### src/rtl/seq_multiplier.sv
// Sequential unsigned shift-and-add multiplier: one multiplier bit per clock,
// full-width product (2*WIDTH bits) delivered with a single-cycle done pulse.
module seq_multiplier #(
   parameter int WIDTH = 32
) (
   input  logic               clk,
   input  logic               rst_n,
   input  logic               start,
   input  logic [WIDTH-1:0]   A,
   input  logic [WIDTH-1:0]   B,
   output logic               busy,
   output logic               done,
   output logic [2*WIDTH-1:0] Res,
   output logic [1:0]         dbg_state
);

   // Handshake: start is sampled only in IDLE or DONE; once accepted, busy is
   // high for exactly WIDTH cycles, then done pulses for one cycle with Res
   // already holding the product. start during RUN is ignored, never queued.
   localparam int CW = $clog2(WIDTH) + 1;
   localparam logic [CW-1:0] LAST_CNT = CW'(WIDTH - 1);

   localparam logic [1:0] IDLE = 2'd0;
   localparam logic [1:0] RUN  = 2'd1;
   localparam logic [1:0] DONE = 2'd2;

   logic [1:0]         state;
   logic [WIDTH-1:0]   mcand;
   logic [WIDTH-1:0]   acc_hi;
   logic [WIDTH-1:0]   acc_lo;
   logic [CW-1:0]      cnt;
   logic [WIDTH:0]     sum;
   logic [2*WIDTH-1:0] shifted;
   logic               last;

   // acc_lo starts as the multiplier and is consumed LSB first while product
   // bits shift in from the top, so after WIDTH steps {acc_hi, acc_lo} = A*B.
   always_comb begin
      sum     = {1'b0, acc_hi} + (acc_lo[0] ? {1'b0, mcand} : '0);
      shifted = {sum, acc_lo[WIDTH-1:1]};
      last    = (cnt == LAST_CNT);
   end

   always_ff @(posedge clk or negedge rst_n) begin
      if (!rst_n) begin
         state  <= IDLE;
         mcand  <= '0;
         acc_hi <= '0;
         acc_lo <= '0;
         cnt    <= '0;
         busy   <= 1'b0;
         done   <= 1'b0;
         Res    <= '0;
      end else begin
         done <= 1'b0;
         case (state)
            IDLE, DONE: begin
               if (start) begin
                  mcand  <= A;
                  acc_hi <= '0;
                  acc_lo <= B;
                  cnt    <= '0;
                  busy   <= 1'b1;
                  state  <= RUN;
               end else begin
                  state <= IDLE;
               end
            end
            RUN: begin
               acc_hi <= shifted[2*WIDTH-1:WIDTH];
               acc_lo <= shifted[WIDTH-1:0];
               cnt    <= cnt + CW'(1);
               if (last) begin
                  Res   <= shifted;
                  busy  <= 1'b0;
                  done  <= 1'b1;
                  state <= DONE;
               end
            end
            default: begin
               busy  <= 1'b0;
               state <= IDLE;
            end
         endcase
      end
   end

   assign dbg_state = state;

endmodule

### config.mk
export PLATFORM = sky130hd
export DESIGN_NAME = seq_multiplier
export DESIGN_NICKNAME = d
export VERILOG_FILES = /design/src/rtl/seq_multiplier.sv
export SDC_FILE = /design/constraint.sdc
export NUM_CORES = 1
export LEC_CHECK = 0
export ABC_AREA = 1
export ABC_CLOCK_PERIOD_IN_PS = 2600
export CAP_MARGIN = 20
export CORE_ASPECT_RATIO = 2
export CORE_UTILIZATION = 45
export DETAILED_ROUTE_END_ITERATION = 7
export PLACE_DENSITY = 0.68
export SETUP_SLACK_MARGIN = 0.2
export SLEW_MARGIN = 20
export SYNTH_ARGS = -nofsm -noshare
export SYNTH_HDL_FRONTEND = slang
export SYNTH_SLANG_ARGS = --single-unit
### constraint.sdc
create_clock -name clk -period 2.6 [get_ports clk]
set_clock_uncertainty 0.1 [all_clocks]
set_input_delay 0.78 -clock clk [delete_from_list [all_inputs] [get_ports clk]]
set_output_delay 0.78 -clock clk [all_outputs]
set_load 0.005 [all_outputs]
==> impl_metrics.csv <==
group,metric,value,unit
sta,setup_violations,0,
worst_setup_path,cp_max_fo,16,
synthesis,synthTopCellsByCount,"nand2_1, inv_1, dfrtp_1",
clock_tree,numCtsBuffers,17,
worst_setup_path,end_kind,"register",
worst_setup_path,critical_path_class,"register to register",
detailed_routing,drtAntennaViolNets,0,
clock_tree,tritoncts,"yes",
sta,hold_slack,0.212,ns
detailed_routing,drc,0,
floorplanning,pin_count,135,
sta,maxSlewHeadroom,59.9,%
detailed_routing,dr.pass1.iters,5,
global_route,grt_overflow,0,
synthesis,async_reset_ff_share,100,%
synthesis,synth_top_area_cell,"dfrtp_1",
worst_setup_path,r2r-start,"acc_lo[0]$_DFFE_PN0P_",
layout,multi_input_area,4600,µm²
worst_setup_path,cp_data_arrival_time,2.55,ns
run,max-cap-violations,0,
synthesis,netlist_area,9240,µm²
pwr,intPower,6.72,mW
floorplanning,die_w,103,µm
worst_setup_path,required,2.83,ns
clock_tree,insertion_delay,0.45,ns
layout,fillers,1776,
synthesis,synth_top_area_share,46.0,%
floorplanning,die_y,205,µm
sta,fin_crit_sh,89.1,%
layout,drive_above_1_share,17.1,%
worst_setup_path,r2r_end,"acc_hi[26]$_DFFE_PN0P_",
synthesis,synth.distinct_cells,37,
global_route,grt_max_degree,87,
layout,area_growth,31.3,%
synthesis,synth.area.top_cells,"dfrtp_1, nand2_1, inv_1, nand3_1, ha_1",
worst_setup_path,worstRegToRegCells,13,
pwr,p_switching,4.44,mW
clock_tree,clock_sinks,170,
synthesis,seq_area_frac_synth,46.0,%
sta,grt_setup_unrepaired,"true",
place,place_hpwl,19.8,mm
floorplanning,die_area,21200,µm²
sta,fin_crit,2.32,ns
pwr,p_per_area,920,nW/µm²
clock_tree,clk_pin_slew,0.06,ns
place,gp_routability_congestion,0.954,
synthesis,synth_edf_count,0,
worst_setup_path,crit_start,"acc_lo[0]$_DFFE_PN0P_",
detailed_routing,wirelength,26.6,mm
pwr,peakVddDrop,0.000669,V
layout,fin_nets,1418,
clock_tree,htree_levels,4,
detailed_routing,routedWlPerCell,16.7,µm
clock_tree,clockBufferDepth,2,
worst_setup_path,endpoint,"acc_hi[26]$_DFFE_PN0P_",
layout,post-route-util,60.7,%
sta,tns,0,ns
layout,regArea,4260,µm²
synthesis,ys_ff_latch,170,
synthesis,syn-num-nets,1274,
global_route,grt_pass1_wl,41.6,mm
floorplanning,core_area,20000,µm²
detailed_routing,drt_iter0_markers,321,
pwr,power.share.switching,39.8,%
floorplanning,fp-row-count,73,
synthesis,syn_avg_cell_area,7.88,µm²
min_path,hold_path.class,"input port to async pin",
global_route,antenna_found_initial,0,
sta,slew_violations,0,
synthesis,yosysMostFrequentCell,"nand2_1",
place,io_buffers,134,
pwr,power_leakage,6.17,nW
status,status,"finished, final reports clean",
detailed_routing,routed_via_density,5.15,
floorplanning,start_util,46.2,%
sta,worst_pin_slew,0.602,ns
sta,fmax,0.432,GHz
synthesis,yosys_warnings,0,
detailed_routing,vias,8201,
pwr,power,11.2,mW
pwr,combPwrFrac,44.5,%
pwr,seqPwrFrac,31.8,%
global_route,grt_pass1_vias,8421,
global_route,grt_util_all_layers,26.6,%
layout,insertedDiodeCount,0,
synthesis,synth_ff_type,"dfrtp_1",
worst_setup_path,r2r_slack,0.28,ns
pwr,clockPowerShare,23.7,%
clock_tree,cts_root_buf,"clkbuf_16",
synthesis,syn_inst,1173,
worst_setup_path,setup.worst_path.start_class,"register",
sta,hold_viol,0,
==> layer usage <==
layer  GRT usage, %  part of all wire, %  vias to the layer above
met4           15.8                  5.8                        0
met5              0                    0                        -
met1           26.4                   35                     3918
met2           48.8                   55                      203
met3           5.53                  3.4                       89
li1               -                    -                     3991
==> stage by stage <==
stage	setup slack, ns	cell area (µm²)	instances
after CTS	0.203	11700	1587
after global placement	0.0743	11000	1555
after floorplan	0.262	9250	1173
after global routing	0.148	12100	1592
after detailed placement	0.0634	11000	1555
final	0.284	12100	1592
==> final cells by class <==
type | count | share of cell area, %
clock buffers | 19 | 3.65
clock inverters | 13 | 1.37
inverters | 188 | 5.81
multi-input cells | 774 | 37.9
flip-flops and latches | 170 | 35.1
well taps | 262 | 2.70
repair buffers | 166 | 13.5
==> cell usage in the layout, fill, tap and decap left out, types with 27 or more instances in the layout <==
cell	count
nand2_1	361
inv_1	181
dfrtp_1	169
clkdlybuf4s50_1	133
nand3_1	84
o21ai_0	56
nand2_2	41
mux2_2	32
o221ai_1	31
nor2_1	28
buf_4	27
==> sequential cells by signal, summed over array words and instances (netlist names) <==
| signal | cells |
|---|---|
| acc_lo | 32 |
| busy | 1 |
| cnt | 6 |
| done | 1 |
| acc_hi | 32 |
| dbg_state | 2 |
| mcand | 32 |
| Res | 64 |
==> worst min-delay path by stage <==
stage | endpoint | startpoint | slack (ns) | cells after the start
CTS | Res[38]$_DFFE_PN0P_ | rst_n | 0.23 | 1
finish | Res[38]$_DFFE_PN0P_ | rst_n | 0.21 | 1
detailed placement | Res[52]$_DFFE_PN0P_ | Res[52]$_DFFE_PN0P_ | 0.37 | 2
global placement | Res[53]$_DFFE_PN0P_ | Res[53]$_DFFE_PN0P_ | 0.36 | 2
global route | Res[38]$_DFFE_PN0P_ | rst_n | 0.25 | 1
floorplan | acc_hi[31]$_DFFE_PN0P_ | acc_hi[31]$_DFFE_PN0P_ | 0.36 | 2
==> power groups by stage <==
| stage | clock (mW) | sequential [mW] | combinational [mW] |
|---|---|---|---|
| 2_1_floorplan | 0 | 3.41 | 2.98 |
| 3_3_place_gp | 0 | 3.50 | 4.16 |
| 3_5_place_dp | 0 | 3.51 | 4.23 |
| 4_1_cts | 2.71 | 3.47 | 4.34 |
| 5_1_grt | 2.80 | 3.60 | 5.50 |
| 6_report | 2.65 | 3.55 | 4.97 |
==> critical path: stages, from the launching register on <==
cell and delay [ns]:
dfrtp_2 0.44, buf_8 0.17, nand2_1 0.07, inv_1 0.04, ha_2 0.37, nand2_2 0.10
nor2_1 0.21, nand2_1 0.14, nor2_1 0.10, nand2_1 0.13, nand2_1 0.10, nand2_1 0.07
nand3_1 0.09, nand2_1 0.06
==> kinds of logic (layout without fill, tap and decap cells) <==
| logic type | Yosys count | in the layout | share of synthesized area [%] |
|---|---|---|---|
| AOI/OAI and AO/OA | 123 | 123 | 8.23 |
| xor gates and xnor gates | 14 | 14 | 1.33 |
| adders and majority gates | 34 | 34 | 4.68 |
| buffers and inverters | 229 | 386 | 9.73 |
| DFF | 170 | 170 | 46.0 |
| muxes | 32 | 32 | 3.90 |
| and+or+nand+nor | 571 | 571 | 26.1 |
==> what timing repair did <==
item                       4_1_cts  5_1_grt
setup buffers                    0        5
setup endpoints to repair       22       50
resized for setup               14       97
hold buffers                     0        0
pin swaps                        0       10
(Power assumes the default switching activity.)
